===== config.mk =====
export PLATFORM = sky130hd
export DESIGN_NAME = seg7_scan_decoder
export DESIGN_NICKNAME = d
export VERILOG_FILES = /design/src/rtl/seg7_scan_decoder.sv
export SDC_FILE = /design/constraint.sdc
export NUM_CORES = 1
export LEC_CHECK = 0
export CAP_MARGIN = 20
export CORE_UTILIZATION = 59
export DETAILED_ROUTE_END_ITERATION = 8
export GPL_TIMING_DRIVEN = 0
export PLACE_DENSITY_LB_ADDON = 0.3
export SLEW_MARGIN = 40
export SYNTH_ARGS = -nofsm -noshare
export SYNTH_HDL_FRONTEND = slang
export SYNTH_SLANG_ARGS = --single-unit

===== constraint.sdc =====
create_clock -name clk -period 7.3 [get_ports clk]
set_clock_uncertainty 0.2 [all_clocks]
set_input_delay 1.46 -clock clk [delete_from_list [all_inputs] [get_ports clk]]
set_output_delay 1.46 -clock clk [all_outputs]
set_load 0.05 [all_outputs]

===== src/rtl/seg7_scan_decoder.sv =====
// Monitors a multiplexed active-low 7-segment bus and recovers each digit's hex value and decimal point.
// Each bus state must hold STABLE_CYCLES before it is captured; illegal captures raise a one-cycle err pulse.
module seg7_scan_decoder #(
  parameter int unsigned DIGITS        = 4,
  parameter int unsigned STABLE_CYCLES = 8
) (
  input  logic                  clk,
  input  logic                  rst,
  input  logic [7:0]            seg_n,
  input  logic [DIGITS-1:0]     dig_n,
  output logic [4*DIGITS-1:0]   value,
  output logic [DIGITS-1:0]     dp,
  output logic [DIGITS-1:0]     digit_valid,
  output logic                  frame_valid,
  output logic                  err,
  output logic [1:0]            err_code
);

  localparam int unsigned CNT_W    = $clog2(STABLE_CYCLES + 1);
  localparam int unsigned IDX_W    = (DIGITS > 1) ? $clog2(DIGITS) : 1;
  localparam int unsigned LOWCNT_W = $clog2(DIGITS + 1);

  localparam logic [CNT_W-1:0] CNT_MAX = CNT_W'(STABLE_CYCLES);
  localparam logic [CNT_W-1:0] CNT_CAP = CNT_W'(STABLE_CYCLES - 1);
  localparam logic [1:0]       ERR_SEG   = 2'b01;
  localparam logic [1:0]       ERR_MULTI = 2'b10;

  typedef enum logic {SETTLE, HOLD} state_e;

  state_e                state_q, state_d;
  logic [CNT_W-1:0]      cnt_q, cnt_d;
  logic [7:0]            seg_s1_q, seg_s1_d, seg_s2_q, seg_s2_d, seg_prev_q, seg_prev_d;
  logic [DIGITS-1:0]     dig_s1_q, dig_s1_d, dig_s2_q, dig_s2_d, dig_prev_q, dig_prev_d;
  logic [4*DIGITS-1:0]   value_q, value_d;
  logic [DIGITS-1:0]     dp_q, dp_d;
  logic [DIGITS-1:0]     valid_q, valid_d;
  logic [DIGITS-1:0]     seen_q, seen_d;
  logic                  frame_q, frame_d;
  logic                  err_q, err_d;
  logic [1:0]            err_code_q, err_code_d;

  logic                  bus_changed;
  logic                  capture;
  logic [LOWCNT_W-1:0]   low_cnt;
  logic [IDX_W-1:0]      sel_idx;
  logic [4:0]            dec;

  // Returns {legal, nibble} for an active-high segment pattern g..a
  function automatic logic [4:0] decode_seg(input logic [6:0] pat);
    logic [4:0] r;
    case (pat)
      7'h3F:   r = {1'b1, 4'h0};
      7'h06:   r = {1'b1, 4'h1};
      7'h5B:   r = {1'b1, 4'h2};
      7'h4F:   r = {1'b1, 4'h3};
      7'h66:   r = {1'b1, 4'h4};
      7'h6D:   r = {1'b1, 4'h5};
      7'h7D:   r = {1'b1, 4'h6};
      7'h07:   r = {1'b1, 4'h7};
      7'h7F:   r = {1'b1, 4'h8};
      7'h67:   r = {1'b1, 4'h9};
      7'h77:   r = {1'b1, 4'hA};
      7'h7C:   r = {1'b1, 4'hB};
      7'h39:   r = {1'b1, 4'hC};
      7'h5E:   r = {1'b1, 4'hD};
      7'h79:   r = {1'b1, 4'hE};
      7'h71:   r = {1'b1, 4'hF};
      default: r = 5'h00;
    endcase
    return r;
  endfunction

  // Count selected digits; sel_idx is only meaningful when exactly one is low
  always_comb begin
    low_cnt = '0;
    sel_idx = '0;
    for (int unsigned i = 0; i < DIGITS; i++) begin
      if (!dig_s2_q[i]) begin
        low_cnt = low_cnt + LOWCNT_W'(1);
        sel_idx = IDX_W'(i);
      end
    end
  end

  always_comb begin
    seg_s1_d   = seg_n;
    dig_s1_d   = dig_n;
    seg_s2_d   = seg_s1_q;
    dig_s2_d   = dig_s1_q;
    seg_prev_d = seg_s2_q;
    dig_prev_d = dig_s2_q;
    state_d    = state_q;
    cnt_d      = cnt_q;
    value_d    = value_q;
    dp_d       = dp_q;
    valid_d    = valid_q;
    err_code_d = err_code_q;
    err_d      = 1'b0;
    frame_d    = &seen_q;
    seen_d     = frame_d ? '0 : seen_q;
    capture    = 1'b0;
    dec        = decode_seg(~seg_s2_q[6:0]);

    bus_changed = (seg_s2_q != seg_prev_q) || (dig_s2_q != dig_prev_q);

    if (bus_changed) begin
      cnt_d   = '0;
      state_d = SETTLE;
    end else begin
      if (cnt_q != CNT_MAX) cnt_d = cnt_q + CNT_W'(1);
      // Capture on the cycle the counter reaches its limit
      if (state_q == SETTLE && cnt_q >= CNT_CAP) begin
        capture = 1'b1;
        state_d = HOLD;
      end
    end

    if (capture) begin
      if (low_cnt > LOWCNT_W'(1)) begin
        err_d      = 1'b1;
        err_code_d = ERR_MULTI;
      end else if (low_cnt == LOWCNT_W'(1)) begin
        seen_d[sel_idx] = 1'b1;
        if (dec[4]) begin
          value_d[{sel_idx, 2'b00} +: 4] = dec[3:0];
          dp_d[sel_idx]    = ~seg_s2_q[7];
          valid_d[sel_idx] = 1'b1;
        end else begin
          valid_d[sel_idx] = 1'b0;
          // Blank digit is legal; anything else off-table is an error
          if (seg_s2_q[6:0] != 7'h7F) begin
            err_d      = 1'b1;
            err_code_d = ERR_SEG;
          end
        end
      end
    end
  end

  always_ff @(posedge clk) begin
    if (rst) begin
      seg_s1_q   <= '1;
      seg_s2_q   <= '1;
      seg_prev_q <= '1;
      dig_s1_q   <= '1;
      dig_s2_q   <= '1;
      dig_prev_q <= '1;
      state_q    <= SETTLE;
      cnt_q      <= '0;
      value_q    <= '0;
      dp_q       <= '0;
      valid_q    <= '0;
      seen_q     <= '0;
      frame_q    <= 1'b0;
      err_q      <= 1'b0;
      err_code_q <= '0;
    end else begin
      seg_s1_q   <= seg_s1_d;
      seg_s2_q   <= seg_s2_d;
      seg_prev_q <= seg_prev_d;
      dig_s1_q   <= dig_s1_d;
      dig_s2_q   <= dig_s2_d;
      dig_prev_q <= dig_prev_d;
      state_q    <= state_d;
      cnt_q      <= cnt_d;
      value_q    <= value_d;
      dp_q       <= dp_d;
      valid_q    <= valid_d;
      seen_q     <= seen_d;
      frame_q    <= frame_d;
      err_q      <= err_d;
      err_code_q <= err_code_d;
    end
  end

  assign value       = value_q;
  assign dp          = dp_q;
  assign digit_valid = valid_q;
  assign frame_valid = frame_q;
  assign err         = err_q;
  assign err_code    = err_code_q;

endmodule


==> results.md, run 1 <==
| Parameter | Reported | Unit |
|:---|:---|:---|
| Highest ir drop seen on vdd | 0.141 | mV |
| DRT Wirelength | 7660 | um |
| Worst skew pair latency | 0.36 | ns |
| Core Footprint | 0.00524 | mm^2 |
| Via density per instance | 5.94 | - |
| Area growth from synthesis to layout | 21.6 | % |
| Number of max-slew violations in the final report | 0 | - |
| Clock tree from TritonCTS | yes | - |
| Hold depth | 1 | - |
| Final Hold Fails | 0 | - |
| Die Footprint | 0.00586 | mm^2 |
| Area used by multi-input combinational logic | 0.00168 | mm^2 |
| Dominant cells by area after synthesis | sky130_fd_sc_hd__dfxtp_1 (45%), sky130_fd_sc_hd__or2_2 (7.1%), sky130_fd_sc_hd__mux2i_1 (4.3%), sky130_fd_sc_hd__nand2b_1 (4.2%), sky130_fd_sc_hd__xnor2_1 (3.2%) | - |
| Slew @ Worst Pin | 0.720 | ns |
| Number of warnings printed during yosys synthesis | 0 | - |
| Post-CTS setup buffers | 0 | - |
| Part of the total power dissipated in the clock network | 0.408 | - |
| CP peak stage delay | 0.52 | ns |
| Total iterations of the first detailed-routing run | 5 | - |
| Overflow left after global routing | 0 | - |
| Share of Yosys cell area claimed by the top area cell type | 0.446 | - |
| Critical path's slowest cell | sky130_fd_sc_hd__dfxtp_1 | - |
| Slack of the worst reg-to-reg path | 3.87 | ns |
| Number of rows in the core area | 26 | - |
| Pwr Total | 0.799 | mW |
| Post-route antenna net violation count | 0 | - |
| Static leakage power | 1.47 | nW |
| Most frequent cell after synthesis | sky130_fd_sc_hd__dfxtp_1 | - |
| Sequential Area | 0.00146 | mm^2 |
| Cell internal pwr | 0.612 | mW |
| Post-layout worst setup margin | 3.87 | ns |
| Highest achievable clock rate | 292 | MHz |
| Sequential cell area fraction in the yosys report | 0.446 | - |
| Standard cell area after detailed placement | 0.00378 | mm^2 |
| Synthesized flop and latch total | 73 | - |
| Clk slew on worst S/H paths | 0.07 | ns |
| Cell chosen for the clock root | sky130_fd_sc_hd__clkbuf_8 | - |
| Mapped Area | 0.00328 | mm^2 |
| Power spent charging and discharging nets | 0.188 | mW |
| Launch instance of the worst min-delay path | dig_s1_q[0]$_SDFF_PP1_ | - |
| Startpoint of the worst register-to-register path | dig_prev_d[1]$_SDFF_PP1_ | - |
| Type of destination of the critical path | register | - |
| Data required time at the worst endpoint | 7.32 | ns |
| Residual DRC count | 0 | - |
| Worst setup path category | reg2reg | - |
| Share of the clock period used by the worst path after layout | 0.469 | - |
| Antenna violations before repair | 0 | - |
| Max H-tree Level | 3 | - |
| Iter 0 DRT Violations | 263 | - |
| Cell variety after synth | 56 | - |
| Share of flip-flops with an asynchronous set or reset after synthesis | 0 | - |
| Number of sinks driven by the clock tree | 73 | - |
| Path class of the lowest-slack min-delay path | reg2reg | - |
| Dpl ws | 3.83 | ns |
| Average instance area after synthesis | 9.62 | um^2 |
| Area of all placed cells without fillers | 0.00399 | mm^2 |
| Weighted congestion reported at the end of routability-driven placement | 0.932 | - |
| Final critical delay including setup and external delays | 3.43 | ns |
| Predominant post-synthesis flop cell | sky130_fd_sc_hd__dfxtp_1 | - |
| Maximum fanout count along the critical path | 8 | - |
| Max transition margin | 0.519 | - |
| Number of buffers added on ports | 41 | - |
| Sw frac | 0.235 | - |
| Final setup violation count | 0 | - |
| Number of buffers inserted by hold repair at cts | 0 | - |
| Initial Util | 0.626 | - |
| Number of enable-type register cells in the synthesized netlist | 0 | - |
| Synthesized instance count | 341 | - |
| Die Width | 76.6 | um |
| CP cell instances | inv_1 -> ha_1 -> xnor2_1 -> ha_1 -> nor3b_1 -> mux2i_1 -> and2_1 -> buf_1 -> o41ai_1 -> a21oi_1 | - |
| Count of cells resized by post-cts repair | 0 | - |
| Setup TNS after final layout | 0 | ns |
| Cell Pwr Density | 200 | mW/mm^2 |
| Via count of the first global-routing pass | 2719 | - |
| Cell taking the most area after synthesis | sky130_fd_sc_hd__dfxtp_1 | - |
| Status | finished clean | - |
| Register share of total power | 0.515 | - |
| Combinational Power Share | 0.077 | - |
| Overall track demand over capacity in global routing | 0.286 | - |
| Destination of the worst hold path | dig_prev_d[0]$_SDFF_PP1_ | - |
| Total of max-cap violations | 0 | - |
| Num CTS Buffers | 9 | - |
| Vertical extent of the die | 76.6 | um |
| Nets in the synthesized netlist | 360 | - |
| Fillers | 372 | - |
| Number of cells traversed by the worst register-to-register path | 10 | - |
| IO Count | 42 | - |
| HPWL reported at the end of detailed placement | 5250 | um |
| Startpoint class of the critical path | register | - |
| Wire length of the first global-routing pass | 12900 | um |
| Cell repeated most along the worst path | sky130_fd_sc_hd__ha_1 | - |
| Ratio of cells with drive above 1 in the final layout | 0.188 | - |
| Largest net degree at the start of global routing | 13 | - |
| Data arrival time of the worst path | 3.44 | ns |
| Total vias in the final route | 2782 | - |
| Most frequent cells after synthesis | sky130_fd_sc_hd__dfxtp_1 (73), sky130_fd_sc_hd__or2_2 (37), sky130_fd_sc_hd__nand2b_1 (22), sky130_fd_sc_hd__a21oi_1 (15), sky130_fd_sc_hd__mux2i_1 (14) | - |
| Maximum clock insertion buffer count | 2 | - |
| Unrepaired setup endpoints after global routing | false | - |
| Routed length per instance | 16.4 | um |
| Antenna diodes | 0 | - |
| Final nets | 412 | - |
-- layout by cell type (no fill, tap or decap), types with 11 or more instances in the layout --
cell	n
sky130_fd_sc_hd__nor2_1	11
sky130_fd_sc_hd__nand2b_1	22
sky130_fd_sc_hd__clkbuf_1	11
sky130_fd_sc_hd__or2_2	37
sky130_fd_sc_hd__clkbuf_8	11
sky130_fd_sc_hd__nand2_1	12
sky130_fd_sc_hd__xnor2_1	12
sky130_fd_sc_hd__mux2i_1	14
sky130_fd_sc_hd__clkdlybuf4s50_1	41
sky130_fd_sc_hd__dfxtp_1	73
sky130_fd_sc_hd__a21oi_1	15
-- registers in the layout, summed over array words and instances (netlist names), named ones only --
name / flops
value: 16
seg_prev_d: 8
seg_prev_q: 8
seg_s1_q: 8
cnt_q: 4
dig_prev_d: 4
dig_prev_q: 4
dig_s1_q: 4
dp: 4
seen_q: 4
err_code: 2
err: 1
frame_valid: 1
state_q: 1
-- per-stage QoR --
step                hold slack, ns   util  instances
floorplan                    0.189      -        341
global placement             0.191  0.721        452
detailed placement           0.192  0.722        452
CTS                          0.211  0.762        468
global route                 0.227  0.762        468
finish                       0.213  0.762        468
-- cell type report --
cell class | count | share of cell area
multi-input combinational | 235 | 0.421
sequential | 73 | 0.366
timing repair buffer | 41 | 0.103
clock buffer | 12 | 0.0389
buffer | 24 | 0.0276
tap | 70 | 0.0220
clock inverter | 4 | 0.0129
inverter | 9 | 0.00847
-- worst max path at each step --
stage,from,to,slack (ns)
floorplan,dig_prev_d[1]$_SDFF_PP1_,value[2]$_SDFFE_PP0P_,4.52
global placement,rst,value[8]$_SDFFE_PP0P_,3.84
detailed placement,rst,value[8]$_SDFFE_PP0P_,3.83
CTS,dig_prev_d[1]$_SDFF_PP1_,value[2]$_SDFFE_PP0P_,4.02
global route,dig_prev_d[1]$_SDFF_PP1_,register,3.70
finish,dig_prev_d[1]$_SDFF_PP1_,register,3.87
-- kinds of logic (layout without fill, tap and decap cells) --
group / after synthesis / after routing / share of synthesized area
simple gates: 141 / 141 / 0.268
flops: 73 / 73 / 0.446
compound gates: 56 / 56 / 0.122
buf+inv: 33 / 90 / 0.0439
xor+xnor: 18 / 18 / 0.0549
mux: 15 / 15 / 0.0462
fa+ha+maj: 5 / 5 / 0.0191
-- per-layer routing --
| metal | vias up | wire length [um] | global-route usage |
|---|---|---|---|
| met5 | - | 0 | 0 |
| met2 | 130 | 3720 | 0.470 |
| met1 | 1319 | 3270 | 0.347 |
| li1 | 1310 | - | - |
| met3 | 23 | 467 | 0.0623 |
| met4 | 0 | 209 | 0.156 |
-- power by group through the flow --
stage          clock, mW  combinational [mW]  sequential [mW]
2_1_floorplan          0              0.0428            0.419
3_3_place_gp           0              0.0580            0.420
3_5_place_dp           0              0.0600            0.421
4_1_cts            0.329              0.0608            0.411
5_1_grt            0.351              0.0676            0.412
6_report           0.326              0.0616            0.411
-- worst max-delay path: cells and delay by family (launching register included) --
kind	cells	cell delay (ns)
AOI/OAI and AO/OA	2	0.61
xor gates and xnor gates	1	0.37
adders and majority gates	2	0.68
buffers and inverters	2	0.26
DFF	1	0.52
muxes	1	0.21
and+or+nand+nor	2	0.44
Power figures use the tool's default switching activity.
==> inputs of run 2 (changes only) <==
--- a/config.mk
+++ b/config.mk
@@ -6,7 +6,7 @@
 export NUM_CORES = 1
 export LEC_CHECK = 0
 export CAP_MARGIN = 20
-export CORE_UTILIZATION = 59
+export CORE_UTILIZATION = 55
 export DETAILED_ROUTE_END_ITERATION = 8
 export GPL_TIMING_DRIVEN = 0
 export PLACE_DENSITY_LB_ADDON = 0.3
==> constraint.sdc (replaced) <==
create_clock -name clk -period 3.6 [get_ports clk]
set_clock_uncertainty 0.2 [all_clocks]
set_input_delay 0.72 -clock clk [delete_from_list [all_inputs] [get_ports clk]]
set_output_delay 0.72 -clock clk [all_outputs]
set_load 0.05 [all_outputs]
==> results.md, run 2 (synthesis gave the netlist of run 1 again) <==
| Parameter | Reported | Unit | vs previous |
|:---|:---|:---|:---|
| Fillers | 426 | - | +15% |
| Total iterations of the first detailed-routing run | 4 | - | -1 |
| Vertical extent of the die | 79.2 | um | +3.5% |
| Slew @ Worst Pin | 0.731 | ns | +0.0110 ns |
| Via count of the first global-routing pass | 2550 | - | -6.2% |
| Highest achievable clock rate | 309 | MHz | +5.9% |
| Iter 0 DRT Violations | 165 | - | -37% |
| Maximum fanout count along the critical path | 8 | - | unchanged |
| Routed length per instance | 15.0 | um | -8.4% |
| Worst skew pair latency | 0.35 | ns | about the same |
| Largest register FFs | 16 | - | unchanged |
| Overall track demand over capacity in global routing | 0.246 | - | -0.0399 |
| Number of rows in the core area | 27 | - | +3.8% |
| Clock tree from TritonCTS | yes | - |  |
| Largest net degree at the start of global routing | 13 | - | unchanged |
| Startpoint of the worst register-to-register path | dig_prev_d[1]$_SDFF_PP1_ | - |  |
| Maximum clock insertion buffer count | 2 | - | unchanged |
| Max H-tree Level | 3 | - | unchanged |
| Total vias in the final route | 2651 | - | -4.7% |
| Path class of the lowest-slack min-delay path | reg2reg | - |  |
| Post-route antenna net violation count | 0 | - | unchanged |
| Number of max-slew violations in the final report | 0 | - | unchanged |
| Worst setup path category | reg2reg | - |  |
| Data required time at the worst endpoint | 3.63 | ns | -3.69 ns |
| Number of placed instances with taps included | 454 | - | +0.44% |
| Residual DRC count | 0 | - | unchanged |
| Max transition margin | 0.512 | - | -0.00735 |
| Final setup violation count | 0 | - | unchanged |
| Unrepaired setup endpoints after global routing | false | - |  |
| CP peak stage delay | 0.49 | ns | -0.03 ns |
| Overflow left after global routing | 0 | - | unchanged |
| Cell Pwr Density | 411 | mW/mm^2 | +110% |
| Post-Layout Cell Count | 469 | - | +0.21% |
| Post-layout worst setup margin | 0.364 | ns | -3.51 ns |
| Num CTS Buffers | 9 | - | unchanged |
| DRT Wirelength | 7040 | um | -8.2% |
| Number of cells traversed by the worst register-to-register path | 10 | - | unchanged |
| Startpoint class of the critical path | register | - |  |
| Launch instance of the worst min-delay path | seg_s1_q[6]$_SDFF_PP1_ | - |  |
| CP cell instances | inv_1 -> ha_1 -> xnor2_1 -> ha_1 -> nor3b_1 -> mux2i_1 -> and2_1 -> buf_1 -> a2111oi_2 -> o21ai_1 | - |  |
| Number of buffers added on ports | 41 | - | unchanged |
| Critical path's slowest cell | sky130_fd_sc_hd__dfxtp_1 | - |  |
| Hold depth | 1 | - | unchanged |
| Destination of the worst hold path | seg_prev_d[6]$_SDFF_PP1_ | - |  |
| Total of max-cap violations | 0 | - | unchanged |
| Clk slew on worst S/H paths | 0.07 | ns | about the same |
| Initial Util | 0.581 | - | -0.0449 |
| Die Footprint | 0.00628 | mm^2 | +7.1% |
| Share of the clock period used by the worst path after layout | 0.899 | - | +0.430 |
| Status | finished clean | - |  |
| Dpl ws | 0.423 | ns | -3.41 ns |
| Data arrival time of the worst path | 3.27 | ns | -0.17 ns |
| Final nets | 412 | - | unchanged |
| Final critical delay including setup and external delays | 3.24 | ns | -0.191 ns |
| Final Hold Fails | 0 | - | unchanged |
| Area growth from synthesis to layout | 21.8 | % |  |
| Most common cell after layout, fill and taps aside | sky130_fd_sc_hd__dfxtp_1 | - |  |
| Cell chosen for the clock root | sky130_fd_sc_hd__clkbuf_8 | - |  |
| Die Width | 79.2 | um | +3.5% |
| Endpoint of the worst-slack reg-to-reg timing path | value[2]$_SDFFE_PP0P_ | - |  |
| Via density per instance | 5.65 | - | -4.9% |
| Antenna violations before repair | 0 | - | unchanged |
| Highest ir drop seen on vdd | 0.306 | mV | +120% |
| IO Count | 42 | - | unchanged |
| Wire length of the first global-routing pass | 11800 | um | -8.6% |
| Static leakage power | 1.47 | nW | about the same |
| Number of buffers inserted by hold repair at cts | 0 | - | unchanged |
| Cell repeated most along the worst path | sky130_fd_sc_hd__ha_1 | - |  |
| Number of sinks driven by the clock tree | 73 | - | unchanged |
| Count of cells resized by post-cts repair | 0 | - | unchanged |
| Most used cells in the layout excluding fill and tap cells | sky130_fd_sc_hd__dfxtp_1 (73), sky130_fd_sc_hd__clkdlybuf4s50_1 (41), sky130_fd_sc_hd__or2_2 (37), sky130_fd_sc_hd__nand2b_1 (22), sky130_fd_sc_hd__a21oi_1 (15) | - |  |
| Post-CTS setup buffers | 0 | - | unchanged |
| Core Footprint | 0.00564 | mm^2 | +7.7% |
| Slack of the worst reg-to-reg path | 0.36 | ns | -3.51 ns |
| Type of destination of the critical path | register | - |  |
| Setup TNS after final layout | 0 | ns | unchanged |
| Ratio of cells with drive above 1 in the final layout | 0.186 | - | -0.00204 |
| HPWL reported at the end of detailed placement | 4970 | um | -5.4% |
| Antenna diodes | 0 | - | unchanged |
| Weighted congestion reported at the end of routability-driven placement | 0.835 | - | -10% |
## run 2: cell type report
class	instances	area, um^2	share of cell area
plain buffers	24	110	0.0276
multi-input cells	235	1680	0.420
clock buffers	10	128	0.0320
repair buffers	41	410	0.103
well taps	72	90.1	0.0226
flip-flops and latches	73	1460	0.366
clock inverters	5	81.3	0.0204
inverters	9	33.8	0.00846
## run 2: power breakdown
part,leakage [nW],switching (mW),internal [mW]
sequential,0.595,0.00963,0.824
clock,0.102,0.297,0.386
combinational,0.770,0.0663,0.0581
## run 2: worst max-delay path, delay by kind of cell (launching register included)
| kind | cells | cell delay (ns) |
|---|---|---|
| compound gates | 2 | 0.57 |
| flops | 1 | 0.49 |
| simple gates | 2 | 0.36 |
| buf+inv | 2 | 0.25 |
| fa+ha+maj | 2 | 0.69 |
| xor+xnor | 1 | 0.40 |
| mux | 1 | 0.16 |
## run 2: metal layers
layer / wire length, um / track usage / vias up
met5: 0 / 0 / -
met4: 142 / 0.118 / 0
met3: 358 / 0.0517 / 15
met2: 3390 / 0.403 / 77
met1: 3140 / 0.307 / 1259
li1: - / - / 1300
## run 2: worst max-delay path by stage
| stage | from | depth (start not counted) | slack [ns] | end |
|---|---|---|---|---|
| global placement | dig_prev_d[1]$_SDFF_PP1_ | 9 | 0.45 | value[1]$_SDFFE_PP0P_ |
| detailed placement | dig_prev_d[1]$_SDFF_PP1_ | 9 | 0.42 | value[1]$_SDFFE_PP0P_ |
| floorplan | dig_prev_d[1]$_SDFF_PP1_ | 10 | 0.82 | value[2]$_SDFFE_PP0P_ |
| finish | dig_prev_d[1]$_SDFF_PP1_ | 10 | 0.36 | value[2]$_SDFFE_PP0P_ |
| global route | dig_prev_d[1]$_SDFF_PP1_ | 9 | 0.06 | value[1]$_SDFFE_PP0P_ |
| CTS | dig_prev_d[1]$_SDFF_PP1_ | 9 | 0.36 | value[1]$_SDFFE_PP0P_ |
## run 2: through the flow
step / hold WS, ns / total power, mW / cell area, um^2 / utilization
finish: 0.209 / 1.64 / 3990 / 0.708
CTS: 0.211 / 1.65 / 3990 / 0.708
global placement: 0.192 / 0.970 / 3780 / 0.670
global route: 0.221 / 1.70 / 3990 / 0.708
detailed placement: 0.194 / 0.974 / 3780 / 0.671
floorplan: 0.189 / 0.936 / 3280 / -
==> inputs of run 3 (changes only) <==
--- a/config.mk
+++ b/config.mk
@@ -7,6 +7,7 @@
 export LEC_CHECK = 0
 export CAP_MARGIN = 20
 export CORE_UTILIZATION = 55
+export CTS_CLUSTER_SIZE = 28
 export DETAILED_ROUTE_END_ITERATION = 8
 export GPL_TIMING_DRIVEN = 0
 export PLACE_DENSITY_LB_ADDON = 0.3
==> results of run 3 <==
The final DEF is identical to that of run 2; final timing and power are the same.
